--- src/rtl/div_sequencer_if.sv ---
// Request/response handshake bundle between the issue stage and div_sequencer.
// Master drives requests and accepts responses; slave is the sequencer.
interface div_sequencer_if #(
  parameter int XLEN  = 32,
  parameter int TAG_W = 5
);
  logic             req_valid;
  logic             req_ready;
  logic [1:0]       req_op;
  logic [XLEN-1:0]  req_a;
  logic [XLEN-1:0]  req_b;
  logic [TAG_W-1:0] req_tag;
  logic             rsp_valid;
  logic             rsp_ready;
  logic [XLEN-1:0]  rsp_data;
  logic [TAG_W-1:0] rsp_tag;

  modport master (
    output req_valid, req_op, req_a, req_b, req_tag, rsp_ready,
    input  req_ready, rsp_valid, rsp_data, rsp_tag
  );

  modport slave (
    input  req_valid, req_op, req_a, req_b, req_tag, rsp_ready,
    output req_ready, rsp_valid, rsp_data, rsp_tag
  );
endinterface

--- src/rtl/div_sequencer.sv ---
// Issue-side controller for the iterative divider: bypasses div-by-zero and
// signed overflow, reuses the last quotient/remainder pair, sequences launches.
module div_sequencer #(
  parameter int XLEN    = 32,
  parameter int TAG_W   = 5,
  parameter int MAX_LAT = 96
) (
  input  logic            clk,
  input  logic            rst_n,
  input  logic            flush,
  div_sequencer_if.slave  bus,
  output logic            timeout_err,
  output logic            div_start,
  output logic            div_signed,
  output logic [XLEN-1:0] div_dividend,
  output logic [XLEN-1:0] div_divisor,
  input  logic            div_valid,
  input  logic [XLEN-1:0] div_quotient,
  input  logic [XLEN-1:0] div_rem
);

  localparam int WD_W = $clog2(MAX_LAT + 1);
  localparam logic [XLEN-1:0] INT_MIN = {1'b1, {(XLEN-1){1'b0}}};

  localparam logic [2:0] IDLE   = 3'd0;
  localparam logic [2:0] LAUNCH = 3'd1;
  localparam logic [2:0] WAIT   = 3'd2;
  localparam logic [2:0] RESP   = 3'd3;
  localparam logic [2:0] DRAIN  = 3'd4;

  logic [2:0]       state;
  logic             op_rem;
  logic [WD_W-1:0]  wdog;
  logic [XLEN-1:0]  rsp_data;
  logic [TAG_W-1:0] rsp_tag;

  logic             c_vld;
  logic             c_sgn;
  logic [XLEN-1:0]  c_a;
  logic [XLEN-1:0]  c_b;
  logic [XLEN-1:0]  c_q;
  logic [XLEN-1:0]  c_r;

  logic accept;
  logic req_sgn;
  logic req_rem;
  logic b_zero;
  logic ovf;
  logic hit;

  assign bus.req_ready = (state == IDLE) && !flush;
  assign bus.rsp_valid = (state == RESP);
  assign bus.rsp_data  = rsp_data;
  assign bus.rsp_tag   = rsp_tag;
  assign div_start     = (state == LAUNCH);

  assign accept  = bus.req_valid && bus.req_ready;
  assign req_sgn = !bus.req_op[0];
  assign req_rem = bus.req_op[1];
  assign b_zero  = (bus.req_b == '0);
  assign ovf     = req_sgn && (bus.req_a == INT_MIN)
                && (bus.req_b == '1);
  // The cache only ever holds launched operands, so a hit
  // never overlaps the two bypass cases.
  assign hit     = c_vld && !b_zero && !ovf
                && (c_a == bus.req_a)
                && (c_b == bus.req_b)
                && (c_sgn == req_sgn);

  always_ff @(posedge clk) begin
    if (!rst_n) begin
      state        <= IDLE;
      op_rem       <= 1'b0;
      wdog         <= '0;
      rsp_data     <= '0;
      rsp_tag      <= '0;
      div_dividend <= '0;
      div_divisor  <= '0;
      div_signed   <= 1'b0;
      timeout_err  <= 1'b0;
      c_vld        <= 1'b0;
    end else begin
      timeout_err <= 1'b0;
      if (flush) c_vld <= 1'b0;
      unique case (state)
        IDLE: begin
          if (accept) begin
            rsp_tag <= bus.req_tag;
            unique case (1'b1)
              b_zero: begin
                rsp_data <= req_rem ? bus.req_a : '1;
                state    <= RESP;
              end
              ovf: begin
                rsp_data <= req_rem ? '0 : INT_MIN;
                state    <= RESP;
              end
              hit: begin
                rsp_data <= req_rem ? c_r : c_q;
                state    <= RESP;
              end
              default: begin
                div_dividend <= bus.req_a;
                div_divisor  <= bus.req_b;
                div_signed   <= req_sgn;
                op_rem       <= req_rem;
                state        <= LAUNCH;
              end
            endcase
          end
        end
        LAUNCH: begin
          wdog  <= '0;
          state <= flush ? DRAIN : WAIT;
        end
        WAIT: begin
          // A flush landing with div_valid has nothing left to drain.
          if (flush) begin
            state <= div_valid ? IDLE : DRAIN;
          end else if (div_valid) begin
            c_vld    <= 1'b1;
            c_a      <= div_dividend;
            c_b      <= div_divisor;
            c_sgn    <= div_signed;
            c_q      <= div_quotient;
            c_r      <= div_rem;
            rsp_data <= op_rem ? div_rem : div_quotient;
            state    <= RESP;
          end else if (wdog == WD_W'(MAX_LAT - 1)) begin
            timeout_err <= 1'b1;
            c_vld       <= 1'b0;
            state       <= DRAIN;
          end else begin
            wdog <= wdog + WD_W'(1);
          end
        end
        RESP: begin
          if (flush || bus.rsp_ready) state <= IDLE;
        end
        DRAIN: begin
          if (div_valid) state <= IDLE;
        end
        default: state <= IDLE;
      endcase
    end
  end

endmodule

--- src/flat_wrapper.sv ---
// flat-port wrapper written by rule: the top's interface ports become plain ports
module div_sequencer_flat 
#(
  parameter int XLEN    = 32,
  parameter int TAG_W   = 5,
  parameter int MAX_LAT = 96
)
  (clk, rst_n, flush, timeout_err, div_start, div_signed, div_dividend, div_divisor, div_valid, div_quotient, div_rem, bus_req_valid, bus_req_op, bus_req_a, bus_req_b, bus_req_tag, bus_rsp_ready, bus_req_ready, bus_rsp_valid, bus_rsp_data, bus_rsp_tag);
  div_sequencer_if #(.XLEN(XLEN), .TAG_W(TAG_W)) bus_i ();
  input  logic clk;
  input  logic rst_n;
  input  logic flush;
  output logic timeout_err;
  output logic div_start;
  output logic div_signed;
  output logic [XLEN-1:0] div_dividend;
  output logic [XLEN-1:0] div_divisor;
  input  logic div_valid;
  input  logic [XLEN-1:0] div_quotient;
  input  logic [XLEN-1:0] div_rem;
  input wire logic [$bits(bus_i.req_valid)-1:0] bus_req_valid;
  input wire logic [$bits(bus_i.req_op)-1:0] bus_req_op;
  input wire logic [$bits(bus_i.req_a)-1:0] bus_req_a;
  input wire logic [$bits(bus_i.req_b)-1:0] bus_req_b;
  input wire logic [$bits(bus_i.req_tag)-1:0] bus_req_tag;
  input wire logic [$bits(bus_i.rsp_ready)-1:0] bus_rsp_ready;
  output wire logic [$bits(bus_i.req_ready)-1:0] bus_req_ready;
  output wire logic [$bits(bus_i.rsp_valid)-1:0] bus_rsp_valid;
  output wire logic [$bits(bus_i.rsp_data)-1:0] bus_rsp_data;
  output wire logic [$bits(bus_i.rsp_tag)-1:0] bus_rsp_tag;
  assign bus_i.req_valid = bus_req_valid;
  assign bus_i.req_op = bus_req_op;
  assign bus_i.req_a = bus_req_a;
  assign bus_i.req_b = bus_req_b;
  assign bus_i.req_tag = bus_req_tag;
  assign bus_i.rsp_ready = bus_rsp_ready;
  assign bus_req_ready = bus_i.req_ready;
  assign bus_rsp_valid = bus_i.rsp_valid;
  assign bus_rsp_data = bus_i.rsp_data;
  assign bus_rsp_tag = bus_i.rsp_tag;
  div_sequencer #(.XLEN(XLEN), .TAG_W(TAG_W), .MAX_LAT(MAX_LAT)) u_core (.clk(clk), .rst_n(rst_n), .flush(flush), .bus(bus_i), .timeout_err(timeout_err), .div_start(div_start), .div_signed(div_signed), .div_dividend(div_dividend), .div_divisor(div_divisor), .div_valid(div_valid), .div_quotient(div_quotient), .div_rem(div_rem));
endmodule
--- config.mk ---
export PLATFORM = sky130hd
export DESIGN_NAME = div_sequencer_flat
export DESIGN_NICKNAME = d
export VERILOG_FILES = /design/src/rtl/div_sequencer_if.sv /design/src/rtl/div_sequencer.sv /design/src/flat_wrapper.sv
export SDC_FILE = /design/constraint.sdc
export NUM_CORES = 1
export LEC_CHECK = 0
export CAP_MARGIN = 20
export CORE_ASPECT_RATIO = 0.6
export CORE_UTILIZATION = 40
export CTS_CLUSTER_DIAMETER = 200
export CTS_CLUSTER_SIZE = 12
export DETAILED_ROUTE_END_ITERATION = 10
export DONT_BUFFER_PORTS = 1
export GPL_TIMING_DRIVEN = 1
export PLACE_DENSITY = 0.58
export REMOVE_ABC_BUFFERS = 1
export SYNTH_ARGS = -nofsm -noshare
export SYNTH_HDL_FRONTEND = slang
export SYNTH_SLANG_ARGS = --single-unit
--- constraint.sdc ---
create_clock -name clk -period 7.2 [get_ports clk]
set_clock_uncertainty 0.15 [all_clocks]
set_input_delay 1.44 -clock clk [delete_from_list [all_inputs] [get_ports clk]]
set_output_delay 1.44 -clock clk [all_outputs]
set_load 0.01 [all_outputs]
==> out/results.txt <==
WS Path Type -> in2reg
NumNets Final -> 1044
Worst Hold Depth -> 2
overflow left after global routing -> 0
Synth Area in Adders -> 0.00118
worst path required time -> 7.47 ns
Core Rows -> 45
Avg Inst Size Synth -> 11.4 µm²
post-synthesis mux area share -> 0.0614
WL final -> 31.7 mm
GRT Overall Usage -> 0.230
worst ir drop on vdd -> 0.107 mV
fin crit share -> 0.594
fin cells -> 1272
starting density of the core -> 0.413
Crit path arrival time -> 4.55 ns
number of nets with antenna violations after routing -> 0
sequential fraction of the synthesis area -> 0.583
Max Cap Violations -> 0
Fin Setup TNS -> 0 ns
PostCTS Resize Cnt -> 0
cts hold-fix bufs -> 0
Max-Slew Margin vs Limit -> 0.333
die extent in y -> 128 µm
final worst slack -> 2.92 ns
Top FF cell, synth -> edfxtp_1
Synth async-reset ratio -> 0
warnings from Yosys -> 0
gpl congestion -> 0.856
HP Start -> u_core.bus.rsp_tag[3]
input/output buffers -> 0
Die ar. -> 27200 µm²
die width -> 212 µm
antenna violations before repair -> 0
area share of and/or/nand/nor cells after synthesis -> 0.135
Worst Tran Pin Value -> 0.992 ns
crit start category -> primary input
post-synthesis compound-gate area fraction -> 0.143
CTS root buffer -> clkbuf_16
Core ar. -> 25700 µm²
largest net degree at the start of global routing -> 112
TritonRoute pass-1 iters -> 5
layout cells sized above 1 -> 0.0500
Tmin final -> 4.28 ns
H-tree levels -> 1
Leak -> 3.74 nW
worst skew pair latency -> 0.52 ns
reg2reg path depth -> 9
number of remaining DRC errors -> 0
postcts setup bufs -> 0
Num CTS Buffers -> 24
count of final hold-check violations -> 0
Final Max Slew Viols -> 0
CTS tree -> yes
number of synthesized flops with an enable pin -> 129
clock slew at reported path FFs -> 0.07 ns
Final Setup Violations -> 0
unrepaired setup endpoints after global routing -> false
Cell Area, Synth -> 10600 µm²
synth unique cells -> 51
WL/cell -> 24.9 µm
Via Count -> 7249
Clock Path Buffers -> 3
DP HPWL -> 21.7 mm
main combinational cell family by area after synthesis -> compound AO/OA/AOI/OAI gates
ant diodes -> 0
placed insts -> 1228
DP Worst Slack -> 2.41 ns
P&R area growth vs syn -> 8.64%
# IOs -> 247
post-synthesis xor/xnor area fraction -> 0.0438
Sink Count -> 244
First DRT Iteration DRCs -> 548
Min-Delay Endpoint -> u_core.bus.rsp_tag[3]
reg2reg setup slack -> 3.45 ns
Max Clock Freq -> 234 MHz
CP Capture Type -> flip-flop
Seq cells post-synth -> 244
R2R Path End -> u_core.bus.rsp_data[1]
critical path peak fanout -> 40
PD cells -> 244 nW/µm²
Worst Hold Class -> reg2reg
status -> finished clean
worst r2r src -> u_core.c_a[29]
via/cell ratio -> 5.70
Synth Instances -> 930
fill cell count -> 2456
number of global-route vias before repair -> 6981
global-route wire length before repair -> 46.1 mm
[sequential cells by signal (all words and copies together), names as in the netlist]
signal	cells
u_core.bus.rsp_data	32
u_core.bus.rsp_tag	5
u_core.c_a	32
u_core.c_b	32
u_core.c_q	32
u_core.c_r	32
u_core.c_sgn	1
u_core.c_vld	1
u_core.div_dividend	32
u_core.div_divisor	32
u_core.div_signed	1
u_core.op_rem	1
u_core.state	3
u_core.timeout_err	1
u_core.wdog	7
[synth_stat cells, drive strengths merged (2+ instances only)]
library cell	n	area, µm²
nand2	149	559
nand3	9	45.0
nand2b	8	50.1
a21oi	9	45.0
or3	4	25.0
or2	2	12.5
xnor2	32	280
mux2i	65	651
nor3	31	155
nor4	24	178
nor2	17	63.8
and2	2	12.5
inv	11	41.3
nand4b	3	26.3
clkbuf	39	146
edfxtp	129	3870
buf	24	173
or4	3	22.5
nand4	21	131
o21ai	38	190
o22ai	3	18.8
xor2	21	184
o221a	32	360
nor3b	3	22.5
o31ai	2	15.0
a2111oi	5	43.8
a21boi	72	541
a211oi	29	218
nor2b	14	87.6
dfxtp	115	2300
[cell usage in the layout (no fill, tap or decap), types with 5 or more instances in the layout]
master and count:
a2111oi_0 5, a211oi_1 29, a21boi_0 40, a21boi_1 32
a21oi_1 9, buf_4 8, clkbuf_1 18, clkbuf_16 25
dfxtp_1 114, edfxtp_1 129, inv_1 11, mux2i_1 65
nand2_1 149, nand2b_1 8, nand3_1 9, nand4_1 21
nor2_1 16, nor2b_1 14, nor3_1 31, nor4_1 21
o21ai_0 8, o21ai_1 30, o221a_1 32, xnor2_1 32
xor2_1 21
[kinds of logic after synthesis]
kind of cell,Yosys count
flops,244
compound gates,199
fa+ha+maj,1
simple gates,294
xor+xnor,53
buf+inv,74
mux,65
[power breakdown]
part	switching [mW]	leakage (nW)	internal, mW
Clock	0.528	0.334	0.649
Sequential	0.0356	2.05	1.48
Combinational	0.0606	1.36	0.0526
[through the flow]
step / area, µm² / total power, mW / hold slack (ns) / util
finish: 11500 / 2.81 / 0.364 / 0.449
detailed placement: 10800 / 1.66 / 0.354 / 0.421
CTS: 11500 / 2.84 / 0.367 / 0.449
floorplan: 10300 / 1.63 / 0.301 / -
global route: 11500 / 2.91 / 0.379 / 0.449
global placement: 10800 / 1.66 / 0.345 / 0.421
[metal layers]
layer	global-route usage	vias up	routed length [µm]
met5	0	-	0
met4	0.0448	0	498
met3	0.0801	30	3470
met2	0.332	278	13200
met1	0.333	3572	14600
li1	-	3369	-
[worst max-delay path, cell delays in order]
cell and delay, ns:
xnor2_1 0.41, nand4_1 0.15, nor4_1 0.59, and4bb_1 0.30
a211o_2 0.21, a31o_2 0.52, buf_4 0.49, o21ai_0 0.17
o221a_1 0.24
[worst max-delay path by stage]
| stage | to | startpoint | cells past startpoint |
|---|---|---|---|
| after floorplan | u_core.c_a[0] | div_valid | 3 |
| after global placement | u_core.bus.rsp_data[1] | bus_req_a[16] | 9 |
| after detailed placement | u_core.bus.rsp_data[1] | bus_req_a[29] | 9 |
| after CTS | u_core.bus.rsp_data[1] | bus_req_a[29] | 9 |
| after global routing | u_core.bus.rsp_data[1] | bus_req_a[29] | 9 |
| final | u_core.bus.rsp_data[1] | bus_req_a[29] | 9 |
[area by class of cell]
type	count	area [µm²]	share of cell area
Sequential cell	244	6180	0.536
Multi-Input combinational cell	612	4080	0.354
Clock buffer	43	693	0.0602
Tap cell	352	440	0.0382
Timing Repair Buffer	9	80.1	0.00695
Inverter	11	41.3	0.00359
Clock inverter	1	8.76	0.000760
Note: power is estimated with default switching activity, not from simulation.
